--- src/rtl/encoder_setting_bank.sv ---
// Multi-channel rotary-encoder setting bank.
// Synchronises and debounces a quadrature encoder. Each rising edge of the
// debounced A phase is a detent; B gives its direction. An accepted detent
// steps the setting chosen by sel, clamped to that channel's [MIN, MAX].
// Turning fast in one direction switches the step from 1 to FAST_STEP.
// Ports:
//   clk, reset     - clock, asynchronous active-high reset
//   en             - detents are discarded while low
//   encA, encB     - raw encoder phases, idle high
//   sel            - index of the setting to adjust
//   values         - registered settings, channel i at [i*VALUE_WIDTH +: VALUE_WIDTH]
//   changed        - one-cycle pulse when a setting actually changed
//   err            - sticky: a detent was dropped because sel was out of range
module encoder_setting_bank #(
    parameter int unsigned NUM_SETTINGS    = 2,
    parameter int unsigned SEL_WIDTH       = 1,
    parameter int unsigned VALUE_WIDTH     = 15,
    parameter logic [NUM_SETTINGS*VALUE_WIDTH-1:0] MIN_FLAT   = {15'd0, 15'd21},
    parameter logic [NUM_SETTINGS*VALUE_WIDTH-1:0] MAX_FLAT   = {15'd255, 15'd20971},
    parameter logic [NUM_SETTINGS*VALUE_WIDTH-1:0] RESET_FLAT = {15'd32, 15'd1048},
    parameter int unsigned DEBOUNCE_CYCLES = 4,
    parameter int unsigned FAST_STEP       = 16,
    parameter int unsigned FAST_WINDOW     = 50000
) (
    input  logic                                clk,
    input  logic                                reset,
    input  logic                                en,
    input  logic                                encA,
    input  logic                                encB,
    input  logic [SEL_WIDTH-1:0]                sel,
    output logic [NUM_SETTINGS*VALUE_WIDTH-1:0] values,
    output logic                                changed,
    output logic                                err
);

    localparam int unsigned VW  = VALUE_WIDTH;
    localparam int unsigned CW  = VALUE_WIDTH + 1;
    localparam int unsigned DCW = $clog2(DEBOUNCE_CYCLES + 1);
    localparam int unsigned IW  = $clog2(FAST_WINDOW + 1);

    // Index 0 is phase A, index 1 is phase B.
    logic [1:0]           r_sync1;
    logic [1:0]           r_sync2;
    logic [1:0]           r_db;
    logic [DCW-1:0]       r_cnt [2];
    logic                 r_db_a_prev;
    logic [IW-1:0]        r_interval;
    logic                 r_last_inc;
    logic [NUM_SETTINGS*VW-1:0] r_values;
    logic                 r_changed;
    logic                 r_err;

    logic                 w_detent;
    logic                 w_inc;
    logic                 w_sel_ok;
    logic                 w_accept;
    logic                 w_fast;
    logic [VW-1:0]        w_cur;
    logic [VW-1:0]        w_min;
    logic [VW-1:0]        w_max;
    logic [VW-1:0]        w_new;
    logic [CW-1:0]        w_step;
    logic [CW-1:0]        w_sum;
    logic [CW-1:0]        w_floor;

    // Two-flop synchroniser and per-phase debounce.
    always_ff @(posedge clk or posedge reset) begin
        if (reset) begin
            r_sync1 <= 2'b11;
            r_sync2 <= 2'b11;
            r_db    <= 2'b11;
            for (int p = 0; p < 2; p++) r_cnt[p] <= '0;
        end else begin
            r_sync1 <= {encB, encA};
            r_sync2 <= r_sync1;
            for (int p = 0; p < 2; p++) begin
                if (r_sync2[p] != r_db[p]) begin
                    if (r_cnt[p] == DCW'(DEBOUNCE_CYCLES - 1)) begin
                        r_db[p]  <= r_sync2[p];
                        r_cnt[p] <= '0;
                    end else begin
                        r_cnt[p] <= r_cnt[p] + DCW'(1);
                    end
                end else begin
                    r_cnt[p] <= '0;
                end
            end
        end
    end

    // Previous A level resets high so idle-high inputs never look like an edge.
    always_ff @(posedge clk or posedge reset) begin
        if (reset) r_db_a_prev <= 1'b1;
        else       r_db_a_prev <= r_db[0];
    end

    assign w_detent = r_db[0] & ~r_db_a_prev;
    assign w_inc    = r_db[1];
    assign w_sel_ok = (32'(sel) < NUM_SETTINGS);
    assign w_accept = w_detent & en & w_sel_ok;
    assign w_fast   = (r_interval < IW'(FAST_WINDOW)) && (w_inc == r_last_inc);

    // Selected channel and its clamped next value, computed one bit wider.
    always_comb begin
        w_cur = '0;
        w_min = '0;
        w_max = '0;
        for (int i = 0; i < NUM_SETTINGS; i++) begin
            if (sel == SEL_WIDTH'(i)) begin
                w_cur = r_values[i*VW +: VW];
                w_min = MIN_FLAT[i*VW +: VW];
                w_max = MAX_FLAT[i*VW +: VW];
            end
        end
        w_step  = w_fast ? CW'(FAST_STEP) : CW'(1);
        w_sum   = CW'(w_cur) + w_step;
        w_floor = CW'(w_min) + w_step;
        if (w_inc) w_new = (w_sum > CW'(w_max)) ? w_max : VW'(w_sum);
        else       w_new = (CW'(w_cur) < w_floor) ? w_min : VW'(CW'(w_cur) - w_step);
    end

    // Saturating interval since the last accepted detent, and its direction.
    always_ff @(posedge clk or posedge reset) begin
        if (reset) begin
            r_interval <= IW'(FAST_WINDOW);
            r_last_inc <= 1'b1;
        end else if (w_accept) begin
            r_interval <= '0;
            r_last_inc <= w_inc;
        end else if (r_interval != IW'(FAST_WINDOW)) begin
            r_interval <= r_interval + IW'(1);
        end
    end

    // Setting registers, change pulse and sticky range error.
    always_ff @(posedge clk or posedge reset) begin
        if (reset) begin
            r_values  <= RESET_FLAT;
            r_changed <= 1'b0;
            r_err     <= 1'b0;
        end else begin
            r_changed <= 1'b0;
            if (w_accept) begin
                for (int i = 0; i < NUM_SETTINGS; i++) begin
                    if (sel == SEL_WIDTH'(i)) r_values[i*VW +: VW] <= w_new;
                end
                r_changed <= (w_new != w_cur);
            end
            if (w_detent && en && !w_sel_ok) r_err <= 1'b1;
        end
    end

    assign values  = r_values;
    assign changed = r_changed;
    assign err     = r_err;

endmodule

--- config.mk ---
export PLATFORM = sky130hd
export DESIGN_NAME = encoder_setting_bank
export DESIGN_NICKNAME = d
export VERILOG_FILES = /design/src/rtl/encoder_setting_bank.sv
export SDC_FILE = /design/constraint.sdc
export NUM_CORES = 1
export LEC_CHECK = 0
export CAP_MARGIN = 20
export CORE_ASPECT_RATIO = 0.75
export CORE_MARGIN = 4
export CORE_UTILIZATION = 54
export CTS_BUF_LIST = sky130_fd_sc_hd__clkbuf_8
export DETAILED_ROUTE_END_ITERATION = 10
export DONT_BUFFER_PORTS = 1
export PLACE_DENSITY = 0.69
export SETUP_SLACK_MARGIN = 0.15
export SLEW_MARGIN = 10
export SYNTH_ARGS = -nofsm -noshare
export SYNTH_HDL_FRONTEND = slang
export SYNTH_SLANG_ARGS = --single-unit
--- constraint.sdc ---
create_clock -name clk -period 7.1 [get_ports clk]
set_clock_uncertainty 0.05 [all_clocks]
set_input_delay 1.065 -clock clk [delete_from_list [all_inputs] [get_ports clk]]
set_output_delay 1.065 -clock clk [all_outputs]
set_load 0.01 [all_outputs]
==> results of run 1 <==
## metrics by stage
stage	cell area, um^2	instances	hold slack (ps)	utilization, %	total power, mW
after floorplan	4550	511	295	-	1.74
after global placement	4570	595	296	56.7	2.08
after detailed placement	4570	595	299	56.7	2.09
after CTS	4780	611	313	59.3	2.43
after global routing	4780	611	326	59.3	2.64
final	4780	611	307	59.3	2.47
## cell usage in the layout (no fill, tap or decap), types with 12 or more instances in the layout
cell and instances:
sky130_fd_sc_hd__xor2_1 12, sky130_fd_sc_hd__inv_1 19, sky130_fd_sc_hd__o21ai_0 28, sky130_fd_sc_hd__ha_1 21
sky130_fd_sc_hd__nand3_1 16, sky130_fd_sc_hd__nor3_1 20, sky130_fd_sc_hd__nor2_1 50, sky130_fd_sc_hd__dfstp_2 18
sky130_fd_sc_hd__mux2_2 18, sky130_fd_sc_hd__nand2_1 45, sky130_fd_sc_hd__xnor2_1 26, sky130_fd_sc_hd__dfrtp_1 43
sky130_fd_sc_hd__clkbuf_8 12, sky130_fd_sc_hd__a21oi_1 33, sky130_fd_sc_hd__mux2i_1 16
## power by group through the flow
stage / clock network [mW] / logic (mW) / registers [mW]
finish: 0.323 / 1.43 / 0.721
global route: 0.352 / 1.55 / 0.745
detailed placement: 0 / 1.37 / 0.723
floorplan: 0 / 1.10 / 0.641
global placement: 0 / 1.36 / 0.717
CTS: 0.332 / 1.38 / 0.718
## cells in the mapped netlist (6+ instances only)
cell and n:
sky130_fd_sc_hd__ha_1 21, sky130_fd_sc_hd__nand2_1 45, sky130_fd_sc_hd__nand3_1 16, sky130_fd_sc_hd__o21ai_0 28, sky130_fd_sc_hd__xor2_1 12, sky130_fd_sc_hd__nor2_1 50, sky130_fd_sc_hd__mux2i_1 16, sky130_fd_sc_hd__dfstp_2 18
sky130_fd_sc_hd__a21oi_1 33, sky130_fd_sc_hd__nand4_1 9, sky130_fd_sc_hd__mux2_2 18, sky130_fd_sc_hd__nor3_1 20, sky130_fd_sc_hd__a211oi_1 7, sky130_fd_sc_hd__nor2b_1 6, sky130_fd_sc_hd__xnor2_1 26, sky130_fd_sc_hd__a21o_1 7
sky130_fd_sc_hd__a31oi_1 8, sky130_fd_sc_hd__inv_1 19, sky130_fd_sc_hd__or3_1 6, sky130_fd_sc_hd__dfrtp_1 43, sky130_fd_sc_hd__clkbuf_1 11
## state kept, by name (all words and copies together), names as in the netlist
name,cells
r_sync1,2
values,30
changed,1
r_interval,16
r_sync2,2
r_db,2
r_last_inc,1
r_cnt,6
r_db_a_prev,1
## final cells by class
cell class | count | area, um^2 | share of cell area [%]
clock inverters | 4 | 46.3 | 0.968
multi-input cells | 409 | 2810 | 58.8
flip-flops and latches | 61 | 1550 | 32.4
repair buffers | 1 | 7.51 | 0.157
well taps | 105 | 131 | 2.75
inverters | 19 | 71.3 | 1.49
clock buffers | 12 | 165 | 3.45
## path summary, 6_finish.rpt
check | from | to | slack (ps)
max reg2reg | r_interval[4] | changed | 840
min reg2reg | r_sync1[0] | r_sync2[0] | 310
min in group asynchronous | reset | values[7] | 760
max | r_interval[4] | changed | 840
max in group asynchronous | reset | r_interval[3] | 5740
min | r_sync1[0] | r_sync2[0] | 310
## logic make-up (layout without fill, tap and decap cells)
logic type | after synthesis | in the layout | synth area share, %
AO/OA/AOI/OAI | 124 | 124 | 18.3
XOR/XNOR | 38 | 38 | 7.32
adder cells (fa/ha/maj) | 21 | 21 | 5.78
buffers and inverters | 41 | 36 | 4.15
flip-flops | 61 | 61 | 34.0
multiplexers | 38 | 38 | 9.08
other | 1 | 1 | 0.0824
AND/OR/NAND/NOR | 187 | 187 | 21.2
## worst max-delay path, delay by kind of cell (launching register included)
kind	cells	cell delay (ps)
AO/OA/AOI/OAI	9	2210
AND/OR/NAND/NOR	10	2030
adder cells (fa/ha/maj)	3	940
flip-flops	1	590
XOR/XNOR	2	330
## routing by layer
| layer | GRT usage (%) | vias to the layer above |
|---|---|---|
| met4 | 5.39 | 0 |
| met3 | 8.33 | 24 |
| met2 | 37.3 | 182 |
| met5 | 0 | - |
| li1 | - | 1839 |
| met1 | 36.2 | 1900 |
==> impl_metrics.json, run 1 <==
{
  "outcome": "completed",
  "die_height_um": 87.5,
  "wl_met3_um": 1160,
  "static-leakage-power_nw": 1.96,
  "ys_types": 70,
  "ctsLongestPathBuffers": 2,
  "gr-usage-all-layers_pct": 25.3,
  "detail_route.first_pass.iterations": 5,
  "synth_sequential_area_ratio_pct": 34.0,
  "first_pass_grt_wire_length_um": 19600,
  "syn_nets": 538,
  "synth.top_cell.area_share_pct": 23.7,
  "syn_to_layout_area_delta_pct": 5.12,
  "avgViaCountPerCell": 6.46,
  "globalRoute.totalOverflow": 0,
  "fillerInstances": 737,
  "clock_network_latency_to_the_later_pin_of_the_worst_skew_pair_ps": 350,
  "critPathArrivalTime_ps": 6450,
  "first_iter_violations": 440,
  "post_synth_instance_area_um2": 4550,
  "clk_root_buffer_cell": "sky130_fd_sc_hd__clkbuf_8",
  "tightest_slew_ps": 1090,
  "syn_area_per_cell_um2": 8.90,
  "drt-met1-wl_um": 5530,
  "whs_path_depth": 0,
  "critPathKind": "flop to flop",
  "clk_pin_slew_worst_paths_ps": 70,
  "die_w_um": 114,
  "ys.warnings.count": 0,
  "netSwitchingFraction_pct": 50.2,
  "power_frac_clock_pct": 13.1,
  "endpoint_kind": "flop",
  "cts_made_buffers": 9,
  "synth_largest_area_cell": "sky130_fd_sc_hd__dfrtp_1",
  "hold_buffers": 0,
  "postRouteWirelength_um": 12100,
  "ctsResizeCount": 0,
  "routed.top_layer": "met4",
  "timing_max_transition_violations_final": 0,
  "power_per_cell_area_nw_per_um2": 516,
  "clock_sink_count": 61,
  "worst_path_largest_cell_delay_ps": 590,
  "num_rows": 28,
  "dp_hpwl_um": 8700,
  "power.internal_mw": 1.23,
  "fraction_of_layout_instances_using_a_drive_strength_above_1_pct": 13.6,
  "routed-wl-met2_um": 5240,
  "core_footprint_um2": 8060,
  "number_of_global_route_vias_before_repair": 3637,
  "crit_required_ps": 7290,
  "post-route-worst-setup-slack_ps": 838,
  "setup_viol_count_final": 0,
  "timing.max_cap.violations": 0,
  "insertedDiodeCount": 0,
  "die_area_um2": 9970,
  "totalNegativeSetupSlack_ps": 0,
  "synth-edff-count": 0,
  "rsz0062_at_grt": "no",
  "htree_num_levels": 3,
  "number_of_antenna_violations_at_the_first_check_in_global_routing": 0,
  "pre_cts_ws_ps": 988,
  "worstPathCellList": "o21ai_0 > a21oi_1 > nor2_1 > o21ai_0 > ha_1 > ha_1 > nand4_1 > a21o_1 > nand2_1 > nand2_1 > nor2_1 > nand2_1 > xor2_1 > ha_1 > nand3_1 > or4_1 > o211a_1 > a211oi_1 > nand4_1 > a21oi_4 > a22oi_2 > xnor2_1 > or4_1 > o31a_1",
  "num-nets-final": 528,
  "gpl.final_weighted_congestion": 0.938,
  "post_detailed_route_drc_marker_count": 0,
  "drtAntennaViolNets": 0,
  "cts_setup_buffers": 0,
  "worst_r2r_path_depth": 24,
  "final_hold_vios": 0,
  "switchingPower_mw": 1.24,
  "routed_wire_length_per_instance_um": 19.8,
  "worst_slew_margin_rel_pct": 27.2,
  "slowest_stage": "sky130_fd_sc_hd__dfstp_2",
  "syn_inst": 511,
  "timing.fmax_ghz": 0.160,
  "num_vias": 3945,
  "synth_top_cells_by_area": "sky130_fd_sc_hd__dfrtp_1 24%, sky130_fd_sc_hd__dfstp_2 10%, sky130_fd_sc_hd__ha_1 5.8%",
  "timing.final.crit_period_ps": 6260,
  "largest_net_degree_at_the_start_of_global_routing": 62,
  "worstHoldPathType": "flop to flop",
  "sequential_cell_fraction_of_total_power_pct": 29.2,
  "synth.ff_latch_count": 61,
  "power.ir.vdd_worst_mv": 0.262,
  "tritoncts": "done",
  "finalCritPeriodShare_pct": 88.2,
  "io_buffer_count": 0,
  "share_comb_of_total_power_pct": 57.7,
  "path_max_fanout": 7,
  "synth_async_sr_flop_share_pct": 100,
  "start_kind": "flop",
  "ios": 38,
  "ys.flop_type": "sky130_fd_sc_hd__dfrtp_1",
  "initial_core_util_pct": 56.5
}
(Power assumes the default switching activity.)
==> run 2: changes to the inputs <==
--- a/config.mk
+++ b/config.mk
@@ -6,7 +6,7 @@
 export NUM_CORES = 1
 export LEC_CHECK = 0
 export CAP_MARGIN = 20
-export CORE_ASPECT_RATIO = 0.75
+export CORE_ASPECT_RATIO = 1.75
 export CORE_MARGIN = 4
 export CORE_UTILIZATION = 54
 export CTS_BUF_LIST = sky130_fd_sc_hd__clkbuf_8
==> run 2 against run 1 <==
  * Wire length rose by 3.4%
  * Utilization fell by 1.4 points
  * Critical path depth did not move
  * Design area rose by 0.13%
  * Sequential share of layout area barely moved
  * Critical path type unchanged
==> impl_metrics.json, run 2 (synthesis results as in run 1) <==
{
  "power.ir.vdd_worst_mv": 0.346,
  "whs_path_depth": 0,
  "mostFrequentLayoutCells": "50 x sky130_fd_sc_hd__nor2_1, 45 x sky130_fd_sc_hd__nand2_1, 43 x sky130_fd_sc_hd__dfrtp_1, 33 x sky130_fd_sc_hd__a21oi_1, 28 x sky130_fd_sc_hd__o21ai_0",
  "tritoncts": "done",
  "clk_pin_slew_worst_paths_ps": 80,
  "worst_r2r_path_depth": 24,
  "top_delay_family_on_crit_path": "compound AO/OA/AOI/OAI gates",
  "timing.critical_path.buf_inv": 0,
  "die_height_um": 129,
  "holdWs_ps": 306,
  "worstSetupStartpoint": "r_interval[4]",
  "finalCritPeriodShare_pct": 86.9,
  "worst_path_largest_cell_delay_ps": 580,
  "cp.depth": 24,
  "avgViaCountPerCell": 6.54,
  "first_iter_violations": 340,
  "num-nets-final": 528,
  "power_per_cell_area_nw_per_um2": 521,
  "endpoint_kind": "flop",
  "htree_num_levels": 3,
  "clk_root_buffer_cell": "sky130_fd_sc_hd__clkbuf_8",
  "ctsLongestPathBuffers": 2,
  "num_rows": 44,
  "totalNegativeSetupSlack_ps": 0,
  "layout.cells.most_common": "sky130_fd_sc_hd__nor2_1",
  "worst_slew_margin_rel_pct": 30.1,
  "crit_required_ps": 7290,
  "worstPathCellList": "o21ai_0 > a21oi_1 > nor2_1 > o21ai_0 > ha_1 > ha_1 > nand4_1 > a21o_1 > nand2_1 > nand2_1 > nor2_1 > nand2_1 > xor2_1 > ha_1 > nand3_1 > or4_1 > o211a_1 > a211oi_1 > nand4_1 > a21oi_4 > a22oi_2 > xnor2_1 > or4_1 > o31a_1",
  "gr-usage-all-layers_pct": 25.8,
  "gpl.final_weighted_congestion": 0.954,
  "initial_core_util_pct": 55.1,
  "timing.max_cap.violations": 0,
  "cts_made_buffers": 9,
  "ios": 38,
  "globalRoute.totalOverflow": 0,
  "worstReg2RegStart": "r_interval[4]",
  "path_max_fanout": 7,
  "outcome": "completed",
  "largest_register_ff_count": 30,
  "insertedDiodeCount": 0,
  "number_of_antenna_violations_at_the_first_check_in_global_routing": 0,
  "final_hold_vios": 0,
  "dp_hpwl_um": 9350,
  "rsz0062_at_grt": "no",
  "globalRouteMet1Util_pct": 28.3,
  "syn_to_layout_area_delta_pct": 5.25,
  "grt.met2_usage_pct": 45.9,
  "fillerInstances": 740,
  "hold_buffers": 0,
  "static-leakage-power_nw": 1.97,
  "number_of_global_route_vias_before_repair": 3990,
  "first_pass_grt_wire_length_um": 20100,
  "grt.met3_usage_pct": 6.05,
  "slowest_stage": "sky130_fd_sc_hd__dfstp_2",
  "start_kind": "flop",
  "cts_setup_buffers": 0,
  "tightest_slew_ps": 1050,
  "die_area_um2": 10000,
  "largest_net_degree_at_the_start_of_global_routing": 56,
  "die_w_um": 77.4,
  "clock_sink_count": 61,
  "num_vias": 3911,
  "holdCritStartpoint": "r_sync1[1]",
  "critPathKind": "flop to flop",
  "timing.fmax_ghz": 0.162,
  "rrSetupSlack_ps": 930,
  "timing_max_transition_violations_final": 0,
  "grt-busiest-layer": "met2",
  "io_buffer_count": 0,
  "fraction_of_layout_instances_using_a_drive_strength_above_1_pct": 13.8,
  "detail_route.first_pass.iterations": 5,
  "setup_viol_count_final": 0,
  "post_detailed_route_drc_marker_count": 0,
  "clock_network_latency_to_the_later_pin_of_the_worst_skew_pair_ps": 350,
  "critPathArrivalTime_ps": 6370,
  "core_footprint_um2": 8260,
  "postRouteWirelength_um": 12500,
  "timing.final.crit_period_ps": 6170,
  "ctsResizeCount": 0,
  "drtAntennaViolNets": 0,
  "worstHoldPathType": "flop to flop",
  "routed_wire_length_per_instance_um": 20.9
}
==> run 2: cell count changes in the layout (fill, tap and decap cells not counted) <==
| cell | delta |
|---|---|
| sky130_fd_sc_hd__clkbuf_8 | -1 |
| sky130_fd_sc_hd__clkinv_4 | +2 |
| sky130_fd_sc_hd__clkinvlp_4 | -1 |
| sky130_fd_sc_hd__bufinv_16 | +1 |
| sky130_fd_sc_hd__inv_1 | -1 |
==> run 2: power breakdown <==
part           internal, mW  switching, mW
clock                 0.217          0.142
combinational         0.552          0.856
sequential            0.487          0.238
==> run 2: per-stage QoR <==
stage | setup WS [ps] | std cells | util, % | area [um^2] | power, mW
detailed placement | 1010 | 582 | 55.2 | 4550 | 2.11
global route | 508 | 598 | 58.0 | 4790 | 2.67
finish | 928 | 598 | 58.0 | 4790 | 2.49
CTS | 985 | 598 | 58.0 | 4790 | 2.48
floorplan | 776 | 511 | - | 4550 | 1.74
global placement | 1150 | 582 | 55.2 | 4550 | 2.08
==> run 2: layout make-up <==
class | count | area (um^2) | area share [%]
repair buffers | 1 | 7.51 | 0.157
flip-flops and latches | 61 | 1550 | 32.3
clock buffers | 11 | 151 | 3.16
multi-input cells | 409 | 2810 | 58.7
clock inverters | 5 | 82.6 | 1.72
well taps | 92 | 115 | 2.40
inverters | 19 | 71.3 | 1.49
==> run 2: path summary, 6_finish.rpt <==
path | endpoint
max | changed
min in group asynchronous | r_cnt[3]
max reg2reg | changed
max in group asynchronous | values[27]
min reg2reg | r_sync2[1]
min | r_sync2[1]
==> run 2: routing by layer <==
| metal | vias up | part of all wire, % | wire length (um) |
|---|---|---|---|
| li1 | 1842 | - | - |
| met1 | 1876 | 38 | 4730 |
| met2 | 151 | 53 | 6580 |
| met4 | 0 | 3.9 | 482 |
| met5 | - | 0 | 0 |
| met3 | 42 | 5.8 | 729 |
